### src/rtl/core_bus_pkg.sv
// rtl/core_bus_pkg.sv - shared types and constants for the core bus router
package core_bus_pkg;

    localparam int          MAX_SLAVES        = 8;
    localparam int          IDX_W             = $clog2(MAX_SLAVES);
    localparam logic [31:0] DEFAULT_ERR_RDATA = 32'hDEAD_BEEF;

    typedef enum logic [1:0] {
        ST_IDLE,
        ST_DRIVE,
        ST_RESP
    } state_e;

    // Element type of the packed per-slave base/mask parameter arrays
    typedef logic [31:0] slv_addr_t;

endpackage

### src/rtl/core_bus_router_if.sv
// rtl/core_bus_router_if.sv - core-side and slave-side native memory bus interfaces
interface core_mem_if;
    logic        mem_valid;
    logic        mem_instr;
    logic [31:0] mem_addr;
    logic [31:0] mem_wdata;
    logic [3:0]  mem_wstrb;
    logic        mem_ready;
    logic [31:0] mem_rdata;

    modport master (output mem_valid, mem_instr, mem_addr, mem_wdata, mem_wstrb,
                    input  mem_ready, mem_rdata);
    modport slave  (input  mem_valid, mem_instr, mem_addr, mem_wdata, mem_wstrb,
                    output mem_ready, mem_rdata);
endinterface

interface core_slv_if #(parameter int NUM_SLAVES = 2);
    logic [NUM_SLAVES-1:0]    slv_valid;
    logic                     slv_instr;
    logic [31:0]              slv_addr;
    logic [31:0]              slv_wdata;
    logic [3:0]               slv_wstrb;
    logic [NUM_SLAVES-1:0]    slv_ready;
    logic [NUM_SLAVES*32-1:0] slv_rdata;

    modport master (output slv_valid, slv_instr, slv_addr, slv_wdata, slv_wstrb,
                    input  slv_ready, slv_rdata);
    modport slave  (input  slv_valid, slv_instr, slv_addr, slv_wdata, slv_wstrb,
                    output slv_ready, slv_rdata);
endinterface

### src/rtl/core_bus_decoder.sv
// rtl/core_bus_decoder.sv - address to slave match, lowest-index priority and miss flag
module core_bus_decoder
    import core_bus_pkg::*;
#(
    parameter int                           NUM_SLAVES = 2,
    parameter slv_addr_t [0:NUM_SLAVES-1]   SLV_BASE   = {32'h0000_0000, 32'h1000_0000},
    parameter slv_addr_t [0:NUM_SLAVES-1]   SLV_MASK   = {32'hFFFF_0000, 32'hF000_0000}
) (
    input  logic [31:0]           addr,
    output logic [NUM_SLAVES-1:0] match,
    output logic [IDX_W-1:0]      idx,
    output logic                  miss
);

    always_comb begin
        match = '0;
        idx   = '0;
        for (int i = 0; i < NUM_SLAVES; i++) begin
            match[i] = ((addr & SLV_MASK[i]) == SLV_BASE[i]);
        end
        // Walk downwards so the lowest matching index is the last writer
        for (int i = NUM_SLAVES - 1; i >= 0; i--) begin
            if (match[i]) begin
                idx = IDX_W'(i);
            end
        end
        miss = ~|match;
    end

endmodule

### src/rtl/core_bus_router.sv
// rtl/core_bus_router.sv - picorv32 native bus router with address windows and per-access timeout
module core_bus_router
    import core_bus_pkg::*;
#(
    parameter int                           NUM_SLAVES     = 2,
    parameter slv_addr_t [0:NUM_SLAVES-1]   SLV_BASE       = {32'h0000_0000, 32'h1000_0000},
    parameter slv_addr_t [0:NUM_SLAVES-1]   SLV_MASK       = {32'hFFFF_0000, 32'hF000_0000},
    parameter int                           TIMEOUT_CYCLES = 255,
    parameter logic [31:0]                  ERR_RDATA      = DEFAULT_ERR_RDATA
) (
    input  logic        clk,
    input  logic        resetn,
    core_mem_if.slave   mem,
    core_slv_if.master  slv,
    output logic        bus_err,
    output logic [31:0] err_addr,
    output logic [7:0]  err_count
);

    localparam logic [15:0] TIMEOUT_LAST = 16'(TIMEOUT_CYCLES - 1);

    logic [NUM_SLAVES-1:0] dec_match;
    logic [IDX_W-1:0]      dec_idx;
    logic                  dec_miss;

    core_bus_decoder #(
        .NUM_SLAVES (NUM_SLAVES),
        .SLV_BASE   (SLV_BASE),
        .SLV_MASK   (SLV_MASK)
    ) u_decoder (
        .addr  (mem.mem_addr),
        .match (dec_match),
        .idx   (dec_idx),
        .miss  (dec_miss)
    );

    state_e                state_q, state_d;
    logic [IDX_W-1:0]      idx_q, idx_d;
    logic                  instr_q, instr_d;
    logic [31:0]           addr_q, addr_d;
    logic [31:0]           wdata_q, wdata_d;
    logic [3:0]            wstrb_q, wstrb_d;
    logic [NUM_SLAVES-1:0] slv_valid_q, slv_valid_d;
    logic [15:0]           cnt_q, cnt_d;
    logic                  ready_q, ready_d;
    logic [31:0]           rdata_q, rdata_d;
    logic                  bus_err_q, bus_err_d;
    logic [31:0]           err_addr_q, err_addr_d;
    logic [7:0]            err_count_q, err_count_d;

    logic                  sel_ready;
    logic [31:0]           sel_rdata;

    always_comb begin
        sel_ready = 1'b0;
        sel_rdata = '0;
        for (int i = 0; i < NUM_SLAVES; i++) begin
            if (idx_q == IDX_W'(i)) begin
                sel_ready = slv.slv_ready[i];
                sel_rdata = slv.slv_rdata[i*32 +: 32];
            end
        end
    end

    always_comb begin
        state_d     = state_q;
        idx_d       = idx_q;
        instr_d     = instr_q;
        addr_d      = addr_q;
        wdata_d     = wdata_q;
        wstrb_d     = wstrb_q;
        slv_valid_d = slv_valid_q;
        cnt_d       = cnt_q;
        ready_d     = 1'b0;
        rdata_d     = rdata_q;
        bus_err_d   = 1'b0;
        err_addr_d  = err_addr_q;
        err_count_d = err_count_q;

        unique case (state_q)
            ST_IDLE: begin
                if (mem.mem_valid) begin
                    idx_d   = dec_idx;
                    instr_d = mem.mem_instr;
                    addr_d  = mem.mem_addr;
                    wdata_d = mem.mem_wdata;
                    wstrb_d = mem.mem_wstrb;
                    cnt_d   = '0;
                    if (!dec_miss) begin
                        state_d     = ST_DRIVE;
                        slv_valid_d = '0;
                        for (int i = 0; i < NUM_SLAVES; i++) begin
                            if (dec_idx == IDX_W'(i)) begin
                                slv_valid_d[i] = 1'b1;
                            end
                        end
                    end else begin
                        state_d     = ST_RESP;
                        ready_d     = 1'b1;
                        rdata_d     = ERR_RDATA;
                        bus_err_d   = 1'b1;
                        err_addr_d  = mem.mem_addr;
                        err_count_d = (err_count_q == 8'hFF) ? 8'hFF : err_count_q + 8'd1;
                    end
                end
            end
            ST_DRIVE: begin
                // Ready is checked first so it beats a coincident expiry
                if (sel_ready) begin
                    state_d     = ST_RESP;
                    slv_valid_d = '0;
                    ready_d     = 1'b1;
                    rdata_d     = sel_rdata;
                end else if (cnt_q == TIMEOUT_LAST) begin
                    state_d     = ST_RESP;
                    slv_valid_d = '0;
                    ready_d     = 1'b1;
                    rdata_d     = ERR_RDATA;
                    bus_err_d   = 1'b1;
                    err_addr_d  = addr_q;
                    err_count_d = (err_count_q == 8'hFF) ? 8'hFF : err_count_q + 8'd1;
                end else begin
                    cnt_d = cnt_q + 16'd1;
                end
            end
            ST_RESP: begin
                state_d = ST_IDLE;
            end
            default: begin
                state_d     = ST_IDLE;
                slv_valid_d = '0;
            end
        endcase
    end

    always_ff @(posedge clk or negedge resetn) begin
        if (!resetn) begin
            state_q     <= ST_IDLE;
            idx_q       <= '0;
            instr_q     <= 1'b0;
            addr_q      <= '0;
            wdata_q     <= '0;
            wstrb_q     <= '0;
            slv_valid_q <= '0;
            cnt_q       <= '0;
            ready_q     <= 1'b0;
            rdata_q     <= '0;
            bus_err_q   <= 1'b0;
            err_addr_q  <= '0;
            err_count_q <= '0;
        end else begin
            state_q     <= state_d;
            idx_q       <= idx_d;
            instr_q     <= instr_d;
            addr_q      <= addr_d;
            wdata_q     <= wdata_d;
            wstrb_q     <= wstrb_d;
            slv_valid_q <= slv_valid_d;
            cnt_q       <= cnt_d;
            ready_q     <= ready_d;
            rdata_q     <= rdata_d;
            bus_err_q   <= bus_err_d;
            err_addr_q  <= err_addr_d;
            err_count_q <= err_count_d;
        end
    end

    assign mem.mem_ready = ready_q;
    assign mem.mem_rdata = rdata_q;
    assign slv.slv_valid = slv_valid_q;
    assign slv.slv_instr = instr_q;
    assign slv.slv_addr  = addr_q;
    assign slv.slv_wdata = wdata_q;
    assign slv.slv_wstrb = wstrb_q;
    assign bus_err       = bus_err_q;
    assign err_addr      = err_addr_q;
    assign err_count     = err_count_q;

endmodule
### src/flat_wrapper.sv
// flat-port wrapper written by rule: the top's interface ports become plain ports
module core_bus_router_flat import core_bus_pkg::*;
#(
    parameter int                           NUM_SLAVES     = 2,
    parameter slv_addr_t [0:NUM_SLAVES-1]   SLV_BASE       = {32'h0000_0000, 32'h1000_0000},
    parameter slv_addr_t [0:NUM_SLAVES-1]   SLV_MASK       = {32'hFFFF_0000, 32'hF000_0000},
    parameter int                           TIMEOUT_CYCLES = 255,
    parameter logic [31:0]                  ERR_RDATA      = DEFAULT_ERR_RDATA
)
  (clk, resetn, bus_err, err_addr, err_count, mem_mem_valid, mem_mem_instr, mem_mem_addr, mem_mem_wdata, mem_mem_wstrb, mem_mem_ready, mem_mem_rdata, slv_slv_valid, slv_slv_instr, slv_slv_addr, slv_slv_wdata, slv_slv_wstrb, slv_slv_ready, slv_slv_rdata);
  core_mem_if mem_i ();
  core_slv_if #(.NUM_SLAVES(NUM_SLAVES)) slv_i ();
  input  logic clk;
  input  logic resetn;
  output logic bus_err;
  output logic [31:0] err_addr;
  output logic [7:0] err_count;
  input wire logic [$bits(mem_i.mem_valid)-1:0] mem_mem_valid;
  input wire logic [$bits(mem_i.mem_instr)-1:0] mem_mem_instr;
  input wire logic [$bits(mem_i.mem_addr)-1:0] mem_mem_addr;
  input wire logic [$bits(mem_i.mem_wdata)-1:0] mem_mem_wdata;
  input wire logic [$bits(mem_i.mem_wstrb)-1:0] mem_mem_wstrb;
  output wire logic [$bits(mem_i.mem_ready)-1:0] mem_mem_ready;
  output wire logic [$bits(mem_i.mem_rdata)-1:0] mem_mem_rdata;
  output wire logic [$bits(slv_i.slv_valid)-1:0] slv_slv_valid;
  output wire logic [$bits(slv_i.slv_instr)-1:0] slv_slv_instr;
  output wire logic [$bits(slv_i.slv_addr)-1:0] slv_slv_addr;
  output wire logic [$bits(slv_i.slv_wdata)-1:0] slv_slv_wdata;
  output wire logic [$bits(slv_i.slv_wstrb)-1:0] slv_slv_wstrb;
  input wire logic [$bits(slv_i.slv_ready)-1:0] slv_slv_ready;
  input wire logic [$bits(slv_i.slv_rdata)-1:0] slv_slv_rdata;
  assign mem_i.mem_valid = mem_mem_valid;
  assign mem_i.mem_instr = mem_mem_instr;
  assign mem_i.mem_addr = mem_mem_addr;
  assign mem_i.mem_wdata = mem_mem_wdata;
  assign mem_i.mem_wstrb = mem_mem_wstrb;
  assign mem_mem_ready = mem_i.mem_ready;
  assign mem_mem_rdata = mem_i.mem_rdata;
  assign slv_slv_valid = slv_i.slv_valid;
  assign slv_slv_instr = slv_i.slv_instr;
  assign slv_slv_addr = slv_i.slv_addr;
  assign slv_slv_wdata = slv_i.slv_wdata;
  assign slv_slv_wstrb = slv_i.slv_wstrb;
  assign slv_i.slv_ready = slv_slv_ready;
  assign slv_i.slv_rdata = slv_slv_rdata;
  core_bus_router #(.NUM_SLAVES(NUM_SLAVES), .SLV_BASE(SLV_BASE), .SLV_MASK(SLV_MASK), .TIMEOUT_CYCLES(TIMEOUT_CYCLES), .ERR_RDATA(ERR_RDATA)) u_core (.clk(clk), .resetn(resetn), .mem(mem_i), .slv(slv_i), .bus_err(bus_err), .err_addr(err_addr), .err_count(err_count));
endmodule
### config.mk
export PLATFORM = sky130hd
export DESIGN_NAME = core_bus_router_flat
export DESIGN_NICKNAME = d
export VERILOG_FILES = /design/src/rtl/core_bus_pkg.sv /design/src/rtl/core_bus_router_if.sv /design/src/rtl/core_bus_decoder.sv /design/src/rtl/core_bus_router.sv /design/src/flat_wrapper.sv
export SDC_FILE = /design/constraint.sdc
export NUM_CORES = 1
export LEC_CHECK = 0
export CORE_ASPECT_RATIO = 0.75
export CORE_UTILIZATION = 38
export CTS_CLUSTER_DIAMETER = 100
export DETAILED_ROUTE_END_ITERATION = 10
export PLACE_DENSITY = 0.79
export SYNTH_ARGS = -nofsm -noshare
export SYNTH_HDL_FRONTEND = slang
export SYNTH_HIERARCHICAL = 1
export SYNTH_SLANG_ARGS = --single-unit
### constraint.sdc
create_clock -name clk -period 4.5 [get_ports clk]
set_input_delay 0.9 -clock clk [delete_from_list [all_inputs] [get_ports clk]]
set_output_delay 0.9 -clock clk [all_outputs]
set_load 0.005 [all_outputs]
* Yosys cells after proc, flatten, opt, wreduce, memory -nomap -nowiden
Cells that the tools add are included.
** Cells by class
- $add $sub $neg :: 2
- Equality and inequality tests :: 14
- Mux-type cells :: 45
- Bitwise gates (word level) :: 1
- Reductions and logical operators :: 12
** Operator list (count)
- $mux 32 :: 10
- $pmux 32 s2 :: 2
- $mux 16 :: 3
- $mux 8 :: 5
- $logic_not 32->1 :: 1
- $pmux 16 s2 :: 1
- $add 16x1->16 const B :: 1
- $eq 16x8->1 const B :: 1
- $mux 2 :: 8
- $pmux 8 s2 :: 1
- $reduce_and 4->1 :: 3
- $mux 1 :: 10
- $add 8x1->8 const B :: 1
- $eq 8x8->1 const B :: 1
- $ne 2x2->1 const B :: 4
- $eq 3x1->1 const B :: 2
- $logic_not 3->1 :: 2
- $pmux 2 s3 :: 1
- $reduce_and 5->1 :: 1
- $eq 4x1->1 const B :: 1
- $ne 2x1->1 const B :: 2
- $pmux 1 s2 :: 2
- $pmux 2 s2 :: 1
- $reduce_and 2->1 :: 2
- other kinds (8) :: 8
** Storage, ports and cells
- Register bits :: 166

* Depth between registers and ports, before layout
- Depth in word-level cells :: 8
- Depth in mapped cells :: 9
- Mapped depth without buffers :: 7

* Hierarchy
Netlist, hierarchy kept.
** By module, submodules not included
- core_bus_router :: instances 1, cells an instance 760, area an instance 7302.0 µm², seq. area each 4154.0 µm²
- core_bus_decoder :: instances 1, cells an instance 13, area an instance 80.1 µm², seq. area each 0.0 µm²

* Worst setup path after synthesis
Ideal clock, no wire load.
- Kind :: input to register
- From :: input mem_mem_addr[20]
- To :: register u_core.err_addr_q[10] (netlist: u_core/err_addr[10])
- Data arrival time :: 2.337 ns
- Data required time :: 4.423 ns
- Path slack :: 2.086 ns
- Stages :: 8
- Path buffers :: 2
- Path through :: nor4_1 and4_1 o21ai_0 nand2_1 clkbuf_1 buf_1 nand3_1 o21ai_1
** Between the ends
- Cells in the longest elaborated chain, start to end :: 4
** Ends and longest elaborated chain
- start, declared :: RTL line flat_wrapper.sv:20 : input wire logic [$bits(mem_i.mem_addr)-1:0] mem_mem_addr;
- $logic_not 32->1 :: RTL line core_bus_decoder.sv:19 : match[i] = ((addr & SLV_MASK[i]) == SLV_BASE[i]);
- $reduce_or 2->1 :: RTL line core_bus_decoder.sv:27 : miss = ~|match;
- $ne 2x2->1 (no source line)
- $reduce_and 5->1 (no source line)
- end signal, assigned :: RTL line core_bus_router.sv:163 : err_addr_q <= err_addr_d;
- end, declared :: RTL line core_bus_router.sv:48 : logic [31:0] err_addr_q, err_addr_d;
No other way between the ends.
A chain may end at the register's enable or synchronous reset.

* Worst setup path after layout
- From :: input mem_mem_addr[28]
- To :: register u_core.rdata_q[15] (netlist: u_core/mem.mem_rdata[15])
** Between the ends
- Cells in the longest elaborated chain, start to end :: 4
- Elaborated cells between the ends (all ways) :: 5
- Classes of those cells :: 2 x eq/ne; 3 x reduce/logical
** Ends and longest elaborated chain
- $logic_not 32->1 / $eq 4x1->1 (equally long branches) :: RTL line core_bus_decoder.sv:19
- $reduce_or 2->1 (*) :: RTL line core_bus_decoder.sv:27
- $ne 2x2->1 (no source line) (*)
- $reduce_and 4->1 (no source line) (*)
- end signal, assigned :: RTL line core_bus_router.sv:161 : rdata_q <= rdata_d;
- end, declared :: RTL line core_bus_router.sv:46 : logic [31:0] rdata_q, rdata_d;
Mark *: on every way between the ends. The rest lies on a longest branch, timed or not.

==> summary.md <==
| Metric | Value |
|---|---|
| Status | finished, final reports clean |
| Worst Tran Pin Value | 1180 ps |
| Delay of the slowest cell on the worst path | 650 ps |
| Total grt overflow | 0 |
| Number of gates resized after CTS | 0 |
| Clock Latency Late Sink | 430 ps |
| Min Tclk post-route | 3230 ps |
| Syn_area_per_cell | 9.56 um2 |
| Core Region | 0.0187 mm2 |
| Mapped Cells | 771 |
| Chip height | 123 um |
| Worst-path fanout max | 19 |
| Die width | 163 um |
| Antenna-violating nets left | 0 |
| Die area | 0.0200 mm2 |
| Area Overhead vs Synth | 48.3% |
| Hold Path Class | reg -> reg |
| Diodes inserted | 0 |
| Crit end category | flip-flop |
| Switch Pwr | 1.70 mW |
| Sw frac | 31.9% |
| Pint | 3.63 mW |
| Initial Utilization | 39.4% |
| Post-Syn Area | 0.00737 mm2 |
| Total power | 5.33 mW |
| Reg power frac | 40.6% |
| CP Class | in -> reg |
| Clock skew | 20.1 ps |
| Drt total wl | 21700 um |
| Synth warnings | 6 |
| Final nets | 1171 |
| IO Pins | 283 |
| Initial antenna violation count | 0 |
| Hold WS | 475 ps |
| TritonRoute pass-1 iters | 4 |
| Largest net degree at the start of global routing | 104 |
| Clock tree buffer depth | 2 |
| Final Hold Viols | 0 |
| Crit path launch type | input port |
| Max-slew headroom | 21.1% |
| Layout Utilization | 58.3% |
| Maxcap violations | 0 |
| Final period util | 71.7% |
| Worst path cell trace | clkdlybuf4s50_1 -> nor4_1 -> and4_1 -> o21ai_0 -> and2_1 -> o21bai_2 -> buf_4 -> a21oi_1 |
| Initial DRC count | 410 |
| IO buf count | 282 |
| Combinational power share | 34.0% |
| TritonCTS clock tree | built |
| Post-DP HPWL | 15200 um |
| Peak supply drop | 0.275 mV |
| FF/Latch Area | 0.00415 mm2 |
| PwrDens | 488 mW/mm2 |
| Area of the multi-input gates | 0.00285 mm2 |
| Overall via count from detail_route | 6575 |
| Cts bufs inserted | 17 |
| Slowest stage cell, crit path | o21bai_2 |
| Number of global-route vias before repair | 6420 |
| Hold buffer count at cts | 0 |
| Clk slew on worst S/H paths | 70 ps |
| RD Place Congestion | 0.831 |
| FP Rows | 43 |
| H-tree depth | 4 |
| Layout cells sized above 1 | 5.85% |
| DRC violations left | 0 |
| FILL cells | 1599 |
| Setup TNS | 0 ps |
| Root buf cell | clkbuf_16 |
| Final Slew Violations | 0 |
| Fmax | 310 MHz |
| R2R Setup Slk | 1630 ps |
| First-pass GRT wire length | 33700 um |
| Clock Power Share | 25.4% |
| RSZ-0062 raised after global routing | false |
| # clock sinks | 166 |
| CP arrival | 3520 ps |
| Setup bufs post-CTS | 0 |
| WL per Instance | 16.8 um |
| Setup Viol. Count Final | 0 |
| CP required | 4800 ps |
| Leakage | 4.90 nW |
| GRT Overall Usage | 21.9% |
| Routed vias/inst | 5.10 |
## metrics by stage
stage / cell area (um2) / worst slack (ps) / cells
2_1_floorplan: 7370 / 2100 / 772
3_3_place_gp: 10400 / 871 / 1258
3_5_place_dp: 10400 / 838 / 1258
4_1_cts: 10900 / 1300 / 1290
5_1_grt: 10900 / 1040 / 1290
6_report: 10900 / 1270 / 1290
## worst paths after layout
path                                                      from                                   end  cells after the start
hold / removal             u_core/slv.slv_wdata[8]$_DFFE_PN0P_   u_core/slv.slv_wdata[8]$_DFFE_PN0P_                      2
setup / recovery                              mem_mem_addr[28]  u_core/mem.mem_rdata[15]$_DFFE_PN0P_                      8
min in group asynchronous                               resetn  u_core/mem.mem_rdata[31]$_DFFE_PN0P_                      1
hold reg to reg            u_core/slv.slv_wdata[8]$_DFFE_PN0P_   u_core/slv.slv_wdata[8]$_DFFE_PN0P_                      2
max in group asynchronous                               resetn           u_core/cnt_q[5]$_DFFE_PN0P_                      2
setup reg to reg                   u_core/cnt_q[0]$_DFFE_PN0P_  u_core/mem.mem_rdata[21]$_DFFE_PN0P_                      8
## state kept, by name, indices dropped and copies added, names as in the netlist
name / count
u_core/err_addr: 32
u_core/mem.mem_rdata: 32
u_core/slv.slv_addr: 32
u_core/slv.slv_wdata: 32
u_core/cnt_q: 16
u_core/err_count: 8
u_core/slv.slv_wstrb: 4
u_core/idx_q: 3
u_core/slv.slv_valid: 2
u_core/state_q: 2
u_core/bus_err: 1
u_core/mem.mem_ready: 1
u_core/slv.slv_instr: 1
## power groups by stage
stage / Combinational (mW) / Clock [mW] / Sequential (mW)
5_1_grt: 1.98 / 1.47 / 2.22
2_1_floorplan: 0.647 / 0 / 2.18
6_report: 1.81 / 1.36 / 2.16
3_3_place_gp: 1.80 / 0 / 2.17
4_1_cts: 1.83 / 1.40 / 2.17
3_5_place_dp: 1.83 / 0 / 2.18
## layout make-up
class	count	share of cell area, %
Multi-Input combinational cell	516	26.1
Timing Repair Buffer	295	26.9
Clock buffer	19	3.96
Tap cell	247	2.83
Sequential cell	166	38.0
Clock inverter	13	1.04
Inverter	34	1.17
## critical path: cells and delay by family
kind / cells / cell delay, ps
buffers and inverters: 2 / 790
and+or+nand+nor: 3 / 930
AOI/OAI and AO/OA: 3 / 910
## placed cells by master (no fill, tap or decap), types with 10 or more instances in the layout
cell             instances
clkdlybuf4s50_1        281
nand2_1                233
dfrtp_1                166
nand3_1                 43
mux2i_1                 35
inv_1                   34
a21oi_1                 32
o21ai_1                 29
a221oi_1                24
clkbuf_16               17
o31ai_1                 12
buf_4                   12
o21ai_0                 10
## per-layer routing
layer  vias to the layer above  wire length (um)  global-route usage (%)
met5                         -                 0                       0
met4                         0               396                    6.78
met3                        23              2110                    8.75
met2                       260             10100                    36.8
met1                      3147              9050                    25.8
li1                       3145                 -                       -
Power figures use the tool's default switching activity.
